<file path="config.mk">
export PLATFORM = sky130hd
export DESIGN_NAME = fetch_unit_flat
export DESIGN_NICKNAME = d
export VERILOG_FILES = /design/src/rtl/fetch_unit_if.sv /design/src/rtl/fetch_unit.sv /design/src/flat_wrapper.sv
export SDC_FILE = /design/constraint.sdc
export NUM_CORES = 1
export LEC_CHECK = 0
export CORE_ASPECT_RATIO = 0.7
export CORE_MARGIN = 4
export CORE_UTILIZATION = 51
export CTS_CLUSTER_SIZE = 40
export DETAILED_ROUTE_END_ITERATION = 7
export PLACE_DENSITY = 0.86
export SLEW_MARGIN = 40
export SYNTH_ARGS = -nofsm -noshare
export SYNTH_HDL_FRONTEND = slang
export SYNTH_SLANG_ARGS = --single-unit
</file>
<file path="constraint.sdc">
create_clock -name clk -period 4.5 [get_ports clk]
set_input_delay 0.675 -clock clk [delete_from_list [all_inputs] [get_ports clk]]
set_output_delay 0.675 -clock clk [all_outputs]
set_load 0.02 [all_outputs]
</file>
<file path="src/rtl/fetch_unit_if.sv">
// Shared RV32I branch encoding plus the fetch unit's bus bundle: imem request/response,
// decode handshake and execute-stage redirect inputs.
package rv32i;
    typedef enum logic [1:0] {
        BRANCH_NONE     = 2'd0,
        BRANCH_RELATIVE = 2'd1,
        BRANCH_ABSOLUTE = 2'd2
    } branch_type_e;
endpackage

interface fetch_unit_if;
    import rv32i::*;

    logic         imem_req_valid;
    logic         imem_req_ready;
    logic [31:0]  imem_addr;
    logic         imem_rsp_valid;
    logic [31:0]  imem_rsp_data;
    logic         inst_valid;
    logic         inst_ready;
    logic [31:0]  inst;
    logic [31:0]  inst_pc;
    logic         exec_valid;
    branch_type_e branch_type;
    logic [31:0]  exec_pc;
    logic [31:0]  exec_imm;
    logic [31:0]  alu_result;
    logic         fetch_fault;

    modport master (
        output imem_req_valid, imem_addr, inst_valid, inst, inst_pc, fetch_fault,
        input  imem_req_ready, imem_rsp_valid, imem_rsp_data, inst_ready,
               exec_valid, branch_type, exec_pc, exec_imm, alu_result
    );

    modport slave (
        input  imem_req_valid, imem_addr, inst_valid, inst, inst_pc, fetch_fault,
        output imem_req_ready, imem_rsp_valid, imem_rsp_data, inst_ready,
               exec_valid, branch_type, exec_pc, exec_imm, alu_result
    );
endinterface

</file>
<file path="src/rtl/fetch_unit.sv">
// Instruction fetch / PC sequencer with one outstanding imem request and a held word for decode.
// RV32I_FETCH_ALIGN_CHECK_EN: misaligned redirect targets raise a sticky fetch_fault and halt.
module fetch_unit
    import rv32i::*;
#(
    parameter logic [31:0] RESET_PC = 32'h0000_0000
) (
    input  logic        clk,
    input  logic        rst_n,
    fetch_unit_if.master bus
);

    typedef enum logic [2:0] {
        S_IDLE,
        S_REQ,
        S_WAIT,
`ifdef RV32I_FETCH_ALIGN_CHECK_EN
        S_HALT,
`endif
        S_HOLD
    } state_e;

    state_e      state_reg, state_next;
    logic [31:0] fetch_pc_reg, fetch_pc_next;
    logic [31:0] req_addr_reg, req_addr_next;
    logic        drop_reg, drop_next;
    logic [31:0] inst_reg, inst_next;
    logic [31:0] inst_pc_reg, inst_pc_next;
    logic        req_valid, inst_valid;
    logic        redirect;
    logic [31:0] target_raw, target;

    assign redirect   = bus.exec_valid && (bus.branch_type != BRANCH_NONE);
    assign target_raw = (bus.branch_type == BRANCH_RELATIVE) ? (bus.exec_pc + bus.exec_imm)
                                                             : bus.alu_result;

`ifdef RV32I_FETCH_ALIGN_CHECK_EN
    logic fault_reg, fault_next;
    logic misaligned;

    assign target     = target_raw;
    assign misaligned = redirect && (target_raw[1:0] != 2'b00);
    assign bus.fetch_fault = fault_reg;
`else
    // Without the check, the low bits are simply discarded so fetch stays word aligned.
    assign target = target_raw & 32'hFFFF_FFFC;
    assign bus.fetch_fault = 1'b0;
`endif

    always_comb begin
        state_next    = state_reg;
        fetch_pc_next = fetch_pc_reg;
        req_addr_next = req_addr_reg;
        drop_next     = drop_reg;
        inst_next     = inst_reg;
        inst_pc_next  = inst_pc_reg;
        req_valid     = 1'b0;
        inst_valid    = 1'b0;
        case (state_reg)
            S_IDLE: begin
                state_next = S_REQ;
                if (redirect) begin
                    fetch_pc_next = target;
                    req_addr_next = target;
                end else begin
                    req_addr_next = fetch_pc_reg;
                end
            end
            S_REQ: begin
                req_valid = 1'b1;
                // The address must stay put until accepted; a redirect only poisons the response.
                if (redirect) begin
                    fetch_pc_next = target;
                    drop_next     = 1'b1;
                end
                if (bus.imem_req_ready) begin
                    state_next = S_WAIT;
                    if (!drop_reg && !redirect) fetch_pc_next = req_addr_reg + 32'd4;
                end
            end
            S_WAIT: begin
                if (redirect) begin
                    fetch_pc_next = target;
                    drop_next     = 1'b1;
                end
                if (bus.imem_rsp_valid) begin
                    if (drop_reg || redirect) begin
                        drop_next     = 1'b0;
                        state_next    = S_REQ;
                        req_addr_next = redirect ? target : fetch_pc_reg;
                    end else begin
                        inst_next    = bus.imem_rsp_data;
                        inst_pc_next = req_addr_reg;
                        state_next   = S_HOLD;
                    end
                end
            end
            S_HOLD: begin
                // Masking valid during a redirect keeps decode from taking the stale word.
                inst_valid = !redirect;
                if (redirect) begin
                    state_next    = S_REQ;
                    fetch_pc_next = target;
                    req_addr_next = target;
                end else if (bus.inst_ready) begin
                    state_next    = S_REQ;
                    req_addr_next = fetch_pc_reg;
                end
            end
`ifdef RV32I_FETCH_ALIGN_CHECK_EN
            S_HALT: begin
            end
`endif
            default: state_next = S_IDLE;
        endcase
`ifdef RV32I_FETCH_ALIGN_CHECK_EN
        fault_next = fault_reg;
        if (misaligned && (state_reg != S_HALT)) begin
            state_next = S_HALT;
            fault_next = 1'b1;
        end
`endif
    end

    always_ff @(posedge clk or negedge rst_n) begin
        if (!rst_n) begin
            state_reg    <= S_IDLE;
            fetch_pc_reg <= RESET_PC;
            req_addr_reg <= RESET_PC;
            drop_reg     <= 1'b0;
            inst_reg     <= 32'd0;
            inst_pc_reg  <= 32'd0;
`ifdef RV32I_FETCH_ALIGN_CHECK_EN
            fault_reg    <= 1'b0;
`endif
        end else begin
            state_reg    <= state_next;
            fetch_pc_reg <= fetch_pc_next;
            req_addr_reg <= req_addr_next;
            drop_reg     <= drop_next;
            inst_reg     <= inst_next;
            inst_pc_reg  <= inst_pc_next;
`ifdef RV32I_FETCH_ALIGN_CHECK_EN
            fault_reg    <= fault_next;
`endif
        end
    end

    assign bus.imem_req_valid = req_valid;
    assign bus.imem_addr      = req_addr_reg;
    assign bus.inst_valid     = inst_valid;
    assign bus.inst           = inst_reg;
    assign bus.inst_pc        = inst_pc_reg;

endmodule
</file>
<file path="src/flat_wrapper.sv">
// flat-port wrapper written by rule: the top's interface ports become plain ports
module fetch_unit_flat import rv32i::*;
#(
    parameter logic [31:0] RESET_PC = 32'h0000_0000
)
  (clk, rst_n, bus_imem_req_valid, bus_imem_addr, bus_inst_valid, bus_inst, bus_inst_pc, bus_fetch_fault, bus_imem_req_ready, bus_imem_rsp_valid, bus_imem_rsp_data, bus_inst_ready, bus_exec_valid, bus_branch_type, bus_exec_pc, bus_exec_imm, bus_alu_result);
  fetch_unit_if bus_i ();
  input  logic clk;
  input  logic rst_n;
  output wire logic [$bits(bus_i.imem_req_valid)-1:0] bus_imem_req_valid;
  output wire logic [$bits(bus_i.imem_addr)-1:0] bus_imem_addr;
  output wire logic [$bits(bus_i.inst_valid)-1:0] bus_inst_valid;
  output wire logic [$bits(bus_i.inst)-1:0] bus_inst;
  output wire logic [$bits(bus_i.inst_pc)-1:0] bus_inst_pc;
  output wire logic [$bits(bus_i.fetch_fault)-1:0] bus_fetch_fault;
  input wire logic [$bits(bus_i.imem_req_ready)-1:0] bus_imem_req_ready;
  input wire logic [$bits(bus_i.imem_rsp_valid)-1:0] bus_imem_rsp_valid;
  input wire logic [$bits(bus_i.imem_rsp_data)-1:0] bus_imem_rsp_data;
  input wire logic [$bits(bus_i.inst_ready)-1:0] bus_inst_ready;
  input wire logic [$bits(bus_i.exec_valid)-1:0] bus_exec_valid;
  input wire logic [$bits(bus_i.branch_type)-1:0] bus_branch_type;
  input wire logic [$bits(bus_i.exec_pc)-1:0] bus_exec_pc;
  input wire logic [$bits(bus_i.exec_imm)-1:0] bus_exec_imm;
  input wire logic [$bits(bus_i.alu_result)-1:0] bus_alu_result;
  assign bus_imem_req_valid = bus_i.imem_req_valid;
  assign bus_imem_addr = bus_i.imem_addr;
  assign bus_inst_valid = bus_i.inst_valid;
  assign bus_inst = bus_i.inst;
  assign bus_inst_pc = bus_i.inst_pc;
  assign bus_fetch_fault = bus_i.fetch_fault;
  assign bus_i.imem_req_ready = bus_imem_req_ready;
  assign bus_i.imem_rsp_valid = bus_imem_rsp_valid;
  assign bus_i.imem_rsp_data = bus_imem_rsp_data;
  assign bus_i.inst_ready = bus_inst_ready;
  assign bus_i.exec_valid = bus_exec_valid;
  assign bus_i.branch_type = bus_branch_type;
  assign bus_i.exec_pc = bus_exec_pc;
  assign bus_i.exec_imm = bus_exec_imm;
  assign bus_i.alu_result = bus_alu_result;
  fetch_unit #(.RESET_PC(RESET_PC)) u_core (.clk(clk), .rst_n(rst_n), .bus(bus_i));
endmodule
</file>
# Word level (Yosys, flattened, before mapping)
# Index checks and enable logic that the tools add are counted.
# op_classes
add_sub_neg	2
eq_ne	8
n_mux	22
bitwise_logic	1
n_reduce_logical	14
# op_table
op	n
$mux 32	8
$pmux 32 s3	1
$pmux 32 s2	1
$add 32x3->32 const B	1
$add 32x32->32	1
$mux 3	4
$pmux 3 s4	1
$eq 3x2->1 const B	2
$reduce_and 3->1	2
$reduce_bool 2->1	3
$mux 1	5
$ne 2x2->1 const B	2
$reduce_and 4->1	1
$eq 3x1->1 const B	1
$logic_not 3->1	1
$ne 3x2->1 const B	1
$reduce_bool 3->1	1
$reduce_or 3->1	1
$eq 2x1->1 const B	1
$logic_and 1x1->1	2
$logic_not 1->1	2
$mux 2	1
$ne 2x1->1 const B	1
$pmux 1 s2	1
2 further kinds	2
# totals
register_bits	132
in_bits	136
out_inout_bits	99
word_cells	53

# Logic depth before layout (Yosys ltp)
# Gate-level depths: netlist of the first run.
# depth
word_depth	7
depth_mapped	11
ltp_nobuf	10

# Worst setup path after synthesis of the first run
# No wires, ideal clock.
# synth_timing
path_type	in2reg
from	input bus_exec_imm[15]
to	register u_core.fetch_pc_reg[28]
setup_ns	0.139
t_arrival_ns	2.742
required_time_ns	4.361
path_slack_ns	1.619
path_stages	10
n_path_buf	0
cell_sequence	ha_1 > a21oi_4 > o21ai_2 > a222oi_1 > a31oi_1 > a21bo_1 > a31oi_4 > xnor2_1 > a222oi_1 > a21oi_1
# synth_between
elab_chain_cells	6
# synth_lines
element	line	source
start: declaration	flat_wrapper.sv:23	input wire logic [$bits(bus_i.exec_imm)-1:0] bus_exec_imm;
$add 32x32->32 (*)	fetch_unit.sv:34	assign target_raw = (bus.branch_type == BRANCH_RELATIVE) ? (bus.exec_pc + bus.exec_imm)
$mux 32 (*)	fetch_unit.sv:34	
$mux 32 (*)	fetch_unit.sv:62, fetch_unit.sv:82, fetch_unit.sv:101	
$mux 32	fetch_unit.sv:78	if (!drop_reg && !redirect) fetch_pc_next = req_addr_reg + 32'd4;
$mux 32	fetch_unit.sv:76	if (bus.imem_req_ready) begin
$pmux 32 s2 (*)	fetch_unit.sv:59	case (state_reg)
end signal: assignment	fetch_unit.sv:138	fetch_pc_reg <= fetch_pc_next;
end: declaration	fetch_unit.sv:24	logic [31:0] fetch_pc_reg, fetch_pc_next;
# Every way passes the cells marked *; elsewhere a longest branch is shown, timed or not.
# A chain may end at the register's enable or synchronous reset.

# Final worst setup path of the first run
# layout_timing
from	input bus_exec_pc[5]
to	register u_core.fetch_pc_reg[29]
# layout_between
elab_chain_cells	6
# layout_lines
element	line	source
start: declaration	flat_wrapper.sv:22	input wire logic [$bits(bus_i.exec_pc)-1:0] bus_exec_pc;
$add 32x32->32 (*)	fetch_unit.sv:34	
$mux 32 (*)	fetch_unit.sv:34	
$mux 32 (*)	fetch_unit.sv:62, fetch_unit.sv:82, fetch_unit.sv:101	
$mux 32	fetch_unit.sv:78	
$mux 32	fetch_unit.sv:76	
$pmux 32 s2 (*)	fetch_unit.sv:59	
# Marked as above.

==> results of run 1 <==
[final cells by class]
class	count	area, um^2
Multi-Input combinational cell	569	4000
Fill cell	1008	3660
Sequential cell	131	3280
Timing Repair Buffer	239	2390
Clock buffer	17	425
Tap cell	190	238
Clock inverter	15	159
Inverter	23	86.3
[placed cells by master (no fill, tap or decap), types with 19 or more instances in the layout]
cell type and count:
xor2_1 23, dfrtp_1 131, a21oi_1 51, o21ai_0 49, nor2_1 52, xnor2_1 34, inv_1 23, nand2_1 86
o22ai_1 19, mux2_2 73, ha_1 35, clkdlybuf4s50_1 230
[routing by layer]
| layer | wire, um | GRT usage | vias to the layer above |
|---|---|---|---|
| li1 | - | - | 3176 |
| met1 | 9590 | 0.354 | 3180 |
| met2 | 10000 | 0.410 | 319 |
| met3 | 1990 | 0.0704 | 38 |
| met4 | 461 | 0.0800 | 2 |
| met5 | 13 | 0 | - |
[kinds of logic (layout without fill, tap and decap cells)]
group | after synthesis | count (layout) | share of synthesized area
buf+inv | 59 | 294 | 0.0400
other cells | 1 | 1 | 0.000496
flops | 131 | 131 | 0.433
fa+ha+maj | 35 | 35 | 0.0579
compound gates | 198 | 198 | 0.169
simple gates | 203 | 203 | 0.121
xor+xnor | 57 | 57 | 0.0660
mux | 75 | 75 | 0.111
[where the power goes]
| group | internal, W | leakage [nW] | switching [W] | total (W) |
|---|---|---|---|---|
| registers | 0.00164 | 1.66 | 0.000440 | 0.00208 |
| clock network | 0.000786 | 0.286 | 0.000578 | 0.00136 |
| logic | 0.00133 | 2.60 | 0.00136 | 0.00268 |
| total | 0.00376 | 4.55 | 0.00237 | 0.00613 |
[worst max-delay path, stage by stage]
cell,delay [ns]
clkdlybuf4s50_1,0.41
ha_1,0.42
nand4_1,0.15
a221oi_2,0.31
o211ai_1,0.22
a31oi_1,0.41
a21bo_1,0.26
a31oi_4,0.11
o21bai_1,0.24
xor2_1,0.17
a221o_1,0.31
[through the flow]
stage | hold WS [ns] | setup WS (ns) | power, W
after floorplan | 0.379 | 1.62 | 0.00349
after global placement | 0.487 | 0.797 | 0.00467
after detailed placement | 0.494 | 0.756 | 0.00477
after CTS | 0.309 | 1.16 | 0.00615
after global routing | 0.325 | 0.898 | 0.00647
final | 0.264 | 1.10 | 0.00613
[how the worst max path moves through the flow]
stage	endpoint	startpoint	depth (start not counted)	slack, ns
6_report	u_core.fetch_pc_reg[29]$_DFFE_PN0P_	bus_exec_pc[5]	11	1.10
5_1_grt	u_core.fetch_pc_reg[27]$_DFFE_PN0P_	bus_exec_imm[13]	11	0.90
4_1_cts	u_core.fetch_pc_reg[27]$_DFFE_PN0P_	bus_exec_imm[13]	11	1.16
3_5_place_dp	u_core.fetch_pc_reg[28]$_DFFE_PN0P_	bus_exec_imm[13]	11	0.76
3_3_place_gp	u_core.fetch_pc_reg[28]$_DFFE_PN0P_	bus_exec_imm[13]	11	0.80
2_1_floorplan	u_core.fetch_pc_reg[28]$_DFFE_PN0P_	bus_exec_imm[15]	10	1.62
==> impl_results.md, run 1 <==
- Die Wd: between 150 and 200 um
- Worst vdd ir: 455 uV
- Sequential area share after synthesis: 0.433
- GPL Wtd Cong: between 0.9 and 1
- Drt drc: 0
- DR iter-0 viols: 442
- Crit path kind: input port to flop
- FP Rows: 36
- Synth cell count leaders: 131 x dfrtp_1, 86 x nand2_1, 73 x mux2_2
- H-tree depth: 4
- HPWL after DPL: around 17000 um
- Largest cells by area after synthesis: dfrtp_1 43%, mux2_2 11%, ha_1 5.8%
- Worst skew pair latency: around 0.41 ns
- Top-count cell post-synth: dfrtp_1
- CP required: 4.80 ns
- Synth top area share: 0.433
- Cells after DPL: 1152
- Buffers added on ports: roughly 230
- Area leader, netlist: dfrtp_1
- Total Nets Final: 1152
- Finish-stage setup viols: 0
- Count of final hold-check violations: 0
- Clock Sinks: ~130
- Core box area: 14200 um^2
- Post-CTS Resized: 0
- Async set-reset flop share out of synthesis: 1.00
- GRT Total Usage: 0.260
- Status: finished clean
- Synth Flop Type: dfrtp_1
- Tmin final: between 3 and 4 ns
- Reg2reg end: u_core.fetch_pc_reg[29]$_DFFE_PN0P_
- Critical Path Sink Type: flop
- Die Y: approximately 110 um
- Antenna Nets Post-Route: 0
- Total Die Area: 16900 um^2
- Max Cap Viol: 0
- Class of the worst hold path: input port to async pin
- Drt total wl: between 20000 and 25000 um
- First-pass GRT wire length: 35000 um
- Setup Skew: 0.00947 ns
- Power density over the cells: ~580 nW/um^2
- Max-slew violations: 0
- Reg2Reg Launch Point: u_core.bus.imem_addr[5]$_DFFE_PN0P_
- Syn Inst Count: 759
- Initial Util: 0.531
- Clock root buffer: clkbuf_16
- Least-Margin Pin Slew: 0.743 ns
- Diodes inserted: 0
- Vias post-DR: 6715
- CTS Hold Buffers Added: 0
- Final Cycle Share: 0.755
- Worst-path maximum fanout: 6
- Startpoint Class: input port
- Final cell count without fillers: between 1000 and 1500
- Io pins: between 200 and 250
- Gr ovfl total: 0
- Avg Cell Area, Syn: around 10 um^2
- Antenna violations before repair: 1
- Pin count of the biggest net entering global routing: 99
- Reg2reg path depth: 9
- Post-synth EDFFs: 0
- RSZ-0062 raised after global routing: false
- Total CTS buffers: 17
- Synthesized flop and latch total: between 100 and 150
- Clock buffer depth: 2
- Share of cells above drive strength 1: 0.133
- Relative slew margins: 0.504
- Net Count, Synth: 930
- CTS tree: done
- Final instance area: 10600 um^2
- Yosys cell types: just over 60
- WP data arrival: 3.70 ns
- Highest clock rate: between 200 and 300 MHz
- Placement Cell Area: ~10000 um^2
- Setup TNS: 0 ns
- Reg2Reg Setup Slack: 1.77 ns
- Area Growth Syn to Fin: 39.8%
- Synth warnings: 0
- DR pass1 iterations: 7
- Vias in the first global route: ~6800
- Vias per Instance: 5.67
- Clock transition at path regs: around 0.07 ns
- Post-layout util: 0.743
- Synth Cell Area: 7560 um^2
- Post-CTS setup buffers: 0
- Static leakage: approximately 4.5 nW
- Drt wl/cell: about 19 um
No activity file was read; power rests on OpenSTA's default activity.
==> run 2, diff against run 1 <==
CORE_UTILIZATION = 43   (was 51)
PLACE_DENSITY = 0.78   (was 0.86)
clock period = 3 ns   (was 4.5 ns; I/O delays follow)
==> impl_results.md, run 2 (synthesis results as in run 1) <==
- Buffers added on ports: 231
- GPL Wtd Cong: 0.869
- Least-Margin Pin Slew: roughly 0.70 ns
- Worst vdd ir: roughly 540 uV
- Die Wd: 167 um
- CP Cell Sequence: clkdlybuf4s50_1, ha_1, a21oi_2, o221ai_1, a222oi_1, buf_4, a31oi_2, a21bo_1, a31oi_4, xnor2_1, a222oi_1, a21oi_1
- Diodes inserted: 0
- Slowest stage delay, CP: around 0.42 ns
- Vias post-DR: 7072
- Most frequent cells in the layout: 230 x clkdlybuf4s50_1, 131 x dfrtp_1, 87 x buf_4
- Die Y: 119 um
- Final Cycle Share: 0.968
- First-pass GRT wire length: approximately 37000 um
- Final WS setup: between 0.09 and 0.1 ns
- Max Cap Viol: 0
- Core box area: between 15000 and 20000 um^2
- Drt drc: 0
- Area Growth Syn to Fin: 49.0%
- Class of the worst hold path: input port to async pin
- DR pass1 iterations: 5
- Post-layout util: 0.654
- Final instance area: between 10000 and 15000 um^2
- Startpoint Class: input port
- Antenna Nets Post-Route: 0
- Power density over the cells: roughly 840 nW/um^2
- Tmin final: around 2.9 ns
- Worst-path maximum fanout: 4
- CP required: approximately 3.3 ns
- Placement Cell Area: around 11000 um^2
- Relative slew margins: 0.531
- CTS tree: done
- Count of final hold-check violations: 0
- WP data arrival: around 3.2 ns
- Share of cells above drive strength 1: 0.201
- Gr ovfl total: 0
- GRT Total Usage: 0.229
- Drt wl/cell: 17.8 um
- Initial Util: 0.439
- Pin count of the biggest net entering global routing: just under 90
- Max-slew violations: 0
- Highest clock rate: ~340 MHz
- Clock buffer depth: 2
- Total CTS buffers: 17
- DR iter-0 viols: 450
- Finish-stage setup viols: 0
- Setup Skew: about 0.012 ns
- Total Nets Final: roughly 1200
- Clock Sinks: between 100 and 150
- Slowest CP cell: clkdlybuf4s50_1
- Static leakage: a little under 5 nW
- Io pins: 235
- Critical Path Sink Type: flop
- Drt total wl: roughly 23000 um
- CP most frequent cell: a222oi_1
- Clock root buffer: clkbuf_16
- Status: finished clean
- CTS Hold Buffers Added: 0
- Antenna violations before repair: 0
- Crit path kind: input port to flop
- H-tree depth: 4
- Vias per Instance: 5.41
- Commonest non-fill, non-tap cell in the layout: clkdlybuf4s50_1
- HPWL after DPL: between 15000 and 20000 um
- Clock transition at path regs: ~0.07 ns
- Worst skew pair latency: about 0.42 ns
- FP Rows: 40
- Vias in the first global route: 7118
- Setup TNS: 0 ns
- Total Die Area: 19800 um^2
- DP Worst Slack: -0.411 ns
run 2: cell count changes in the layout (fill, tap and decap cells not counted), sizes merged:
| cell | change |
|---|---|
| inv | +2 |
| bufinv | -1 |
| buf | +81 |
| clkinvlp | +2 |
| clkinv | -3 |
| clkbuf | +1 |
run 2: final cells by class:
type | instances | area, um^2
fillers | 1387 | 5950
flip-flops and latches | 131 | 3280
multi-input cells | 569 | 4020
well taps | 231 | 289
clock inverters | 15 | 135
clock buffers | 17 | 425
repair buffers | 321 | 3030
inverters | 23 | 86.3
run 2: worst paths after layout:
kind	depth (start not counted)	startpoint	to	slack, ns
hold / removal	1	rst_n	u_core.bus.inst[3]$_DFFE_PN0P_	0.08
max in group asynchronous	2	rst_n	u_core.fetch_pc_reg[8]$_DFFE_PN0P_	2.19
setup reg to reg	9	u_core.bus.imem_addr[7]$_DFFE_PN0P_	u_core.fetch_pc_reg[29]$_DFFE_PN0P_	0.29
setup / recovery	12	bus_exec_imm[13]	u_core.fetch_pc_reg[28]$_DFFE_PN0P_	0.1
min in group clk	1	u_core.bus.inst_pc[25]$_DFFE_PN0P_	u_core.bus.inst_pc[25]$_DFFE_PN0P_	0.50
hold reg to reg	1	u_core.bus.inst_pc[25]$_DFFE_PN0P_	u_core.bus.inst_pc[25]$_DFFE_PN0P_	0.50
run 2: report_power, final:
part / internal (W) / total, W / leakage, nW / switching, W
Clock: 0.00110 / 0.00199 / 0.269 / 0.000889
Sequential: 0.00247 / 0.00302 / 1.66 / 0.000554
Combinational: 0.00222 / 0.00441 / 3.02 / 0.00220
Total: 0.00578 / 0.00942 / 4.95 / 0.00364
run 2: metrics by stage:
step | hold slack (ns) | total power, W | instances
final | 0.0795 | 0.00942 | 1307
after global routing | 0.123 | 0.00995 | 1307
after CTS | 0.124 | 0.00946 | 1305
after detailed placement | 0.495 | 0.00743 | 1273
after global placement | 0.487 | 0.00731 | 1273
after floorplan | 0.154 | 0.00524 | 759
run 2: critical path, delay by kind of cell:
family,cells,cell delay (ns)
compound gates,8,1.69
xor+xnor,1,0.08
buf+inv,2,0.61
fa+ha+maj,1,0.36
run 2: timing repair:
item	4_1_cts	5_1_grt
hold endpoints to repair	0	0
buffers inserted	0	2
setup endpoints to repair	0	14
resized for setup	0	8
run 2: layer usage:
layer,share of wire,vias to the layer above,GRT usage
li1,-,3339,-
met1,0.45,3388,0.312
met2,0.46,318,0.363
met3,0.082,27,0.0647
met4,0.011,0,0.0531
met5,0,-,0
==> edit: new RTL, flow settings as in run 2 <==
Build with the macro `RV32I_FETCH_ALIGN_CHECK_EN` defined.
--- a/src/rtl/fetch_unit.sv
+++ b/src/rtl/fetch_unit.sv
@@ -1,4 +1,6 @@
 // Instruction fetch / PC sequencer with one outstanding imem request and a held word for decode.
 // RV32I_FETCH_ALIGN_CHECK_EN: misaligned redirect targets raise a sticky fetch_fault and halt.
+`define RV32I_FETCH_ALIGN_CHECK_EN
+
 module fetch_unit
     import rv32i::*;
Behaviour: not the same (Yosys sat finds a counterexample within 4 cycles, from zero or initial values and one cycle with rst_n low).
==> edit against run 2 <==
- sequential cell count increased by 2
- via count grew 16%
- power rose by 5.3%
- clock power rose by 6%
- wire length is 14% higher
- utilization down 1.5 points
- setup slack better by 41 ps
- first-iteration DRC count rose by 97%
- area after synthesis increased by 9.0%
- clock skew up 4.7 ps
- final area increased by 7.0%
- critical endpoint is now u_core.fetch_pc_reg[30]
==> edit: results (changes against run 2) <==
Largest net degree at the start of global routing - 84 (was 87)
Xor-xnor portion of the synthesized cell area - 0.0563 (was 0.0660)
Top cells by count, synth - 133 x dfrtp_1, 107 x nand2_1, 66 x a21oi_1, 64 x mux2_2, 49 x nor2_1 (was 131 x dfrtp_1, 86 x nand2_1, 73 x mux2_2, 53 x nor2_1, 51 x a21oi_1)
Global-route wire length before repair - 41.4 mm (was 36.8 mm)
HPWL after DPL - 20.1 mm (was 17.9 mm)
Skew final - 16.7 ps (was 12.0 ps)
Mux cell area share after synthesis - 0.0886 (was 0.111)
Met2 Usage GRT - 0.373 (was 0.363)
Worst VDD drop - 0.000527 V (was 0.000542 V)
Synth Flop Type - dfrtp_1 (unchanged)
Slew HR - 0.525 (was 0.531)
Arr. time, crit path - 3190 ps (was 3180 ps)
Compound-gate portion of the synthesized area - 0.218 (was 0.169)
Post-synth net total - 1,046 (was 930)
Global Route Usage Sum - 0.239 (was 0.229)
Syn avg cell area - 9.40 um^2 (was 9.96 um^2)
CTS buffer count - 17 (unchanged)
Hold Path Class - in -> async (unchanged)
Worst-path fanout max - 3 (was 4)
Dpl cell area - 0.0114 mm^2 (was 0.0107 mm^2)
Initial DRC Count - 886 (was 450)
Top cells by area, synth - dfrtp_1 40%, mux2_2 8.7%, nand2_1 4.9% (was dfrtp_1 43%, mux2_2 11%, ha_1 5.8%)
Drt pass-1 iters - 6 (was 5)
Dpl ws - -402 ps (was -411 ps)
Grt met1 use - 0.339 (was 0.312)
Final std cells w/o fill - 1,429 (was 1,307)
Pleak - 5.19 nW (was 4.95 nW)
GRT met3 Usage - 0.0622 (was 0.0647)
Htree depth - 4 (unchanged)
Adder-cell share of the synthesized area - 0.0510 (was 0.0579)
Clock-pin slew on the worst setup and hold paths - 60 ps
Number of port buffers - 234 (was 231)
Share of cells above drive strength 1 - 0.188 (was 0.201)
Seq/Total Area, Yosys - 0.404 (was 0.433)
Layout Nets - 1,343 (was 1,234)
RePlAce Congestion - 0.910 (was 0.869)
Total Wirelength - 26.5 mm (was 23.3 mm)
Yosys cell types - 74 (was 62)
Number of global-route vias before repair - 7,947 (was 7,118)
Routed via count - 8,196 (was 7,072)
Outcome - finished, final reports clean (unchanged)
Antenna violations before repair - 1 (was 0)
[edit: cells by family (layout without fill, tap and decap cells)]
logic type	after synthesis	after routing
AOI/OAI and AO/OA	271	271
muxes	65	65
adders and majority gates	33	33
buffers and inverters	60	370
xor gates and xnor gates	53	53
and+or+nand+nor	262	262
DFF	133	133
[edit: critical path, stage by stage]
cell and delay (ps):
clkdlybuf4s50_1 470, ha_2 180, inv_1 60, fa_2 370
nand2b_4 160, a211oi_4 300, o21ai_1 180, a21oi_2 220
o31ai_2 110, o21ai_1 170, xor2_1 240, nor3_1 80
a211oi_1 210
[edit: per-layer routing]
layer,vias to the layer above,wire length (um)
met4,2,315
met5,-,13
met2,450,11800
met3,41,2910
met1,3884,11500
li1,3819,-
[edit: worst paths after layout]
path                                              start                      end  slack (ps)  depth (start not counted)
worst min register to register   u_core.bus.fetch_fault   u_core.bus.fetch_fault         470                          1
worst min-delay path                              rst_n      u_core.bus.inst[12]          50                          1
max in group asynchronous                         rst_n    u_core.bus.inst_pc[0]        2160                          2
min in group clk                 u_core.bus.fetch_fault   u_core.bus.fetch_fault         470                          1
worst max register to register  u_core.bus.imem_addr[3]  u_core.fetch_pc_reg[30]         460                          8
worst max-delay path                     bus_exec_pc[0]  u_core.fetch_pc_reg[30]         140                         13
[edit: power breakdown]
| group | switching (mW) | total (mW) | internal, mW |
|---|---|---|---|
| registers | 0.672 | 3.24 | 2.56 |
| logic | 2.30 | 4.58 | 2.27 |
| clock network | 0.863 | 2.11 | 1.24 |
| total | 3.84 | 9.92 | 6.08 |
[edit: through the flow]
| stage | utilization | TNS [ps] |
|---|---|---|
| after floorplan | - | 0 |
| after global placement | 0.605 | -3770 |
| after detailed placement | 0.605 | -4900 |
| after CTS | 0.637 | 0 |
| after global routing | 0.639 | -4.02 |
| final | 0.639 | 0 |
[edit: area by class of cell]
type,instances,area (um^2)
fillers,1488,6810
inverters,15,56.3
repair buffers,323,3070
clock inverters,15,168
clock buffers,17,425
well taps,242,303
multi-input cells,684,4710
flip-flops and latches,133,3330
[edit: timing repair]
action                     4_1_cts  5_1_grt
setup endpoints to repair        0       11
resized for setup                0        8
buffers inserted                 0        1
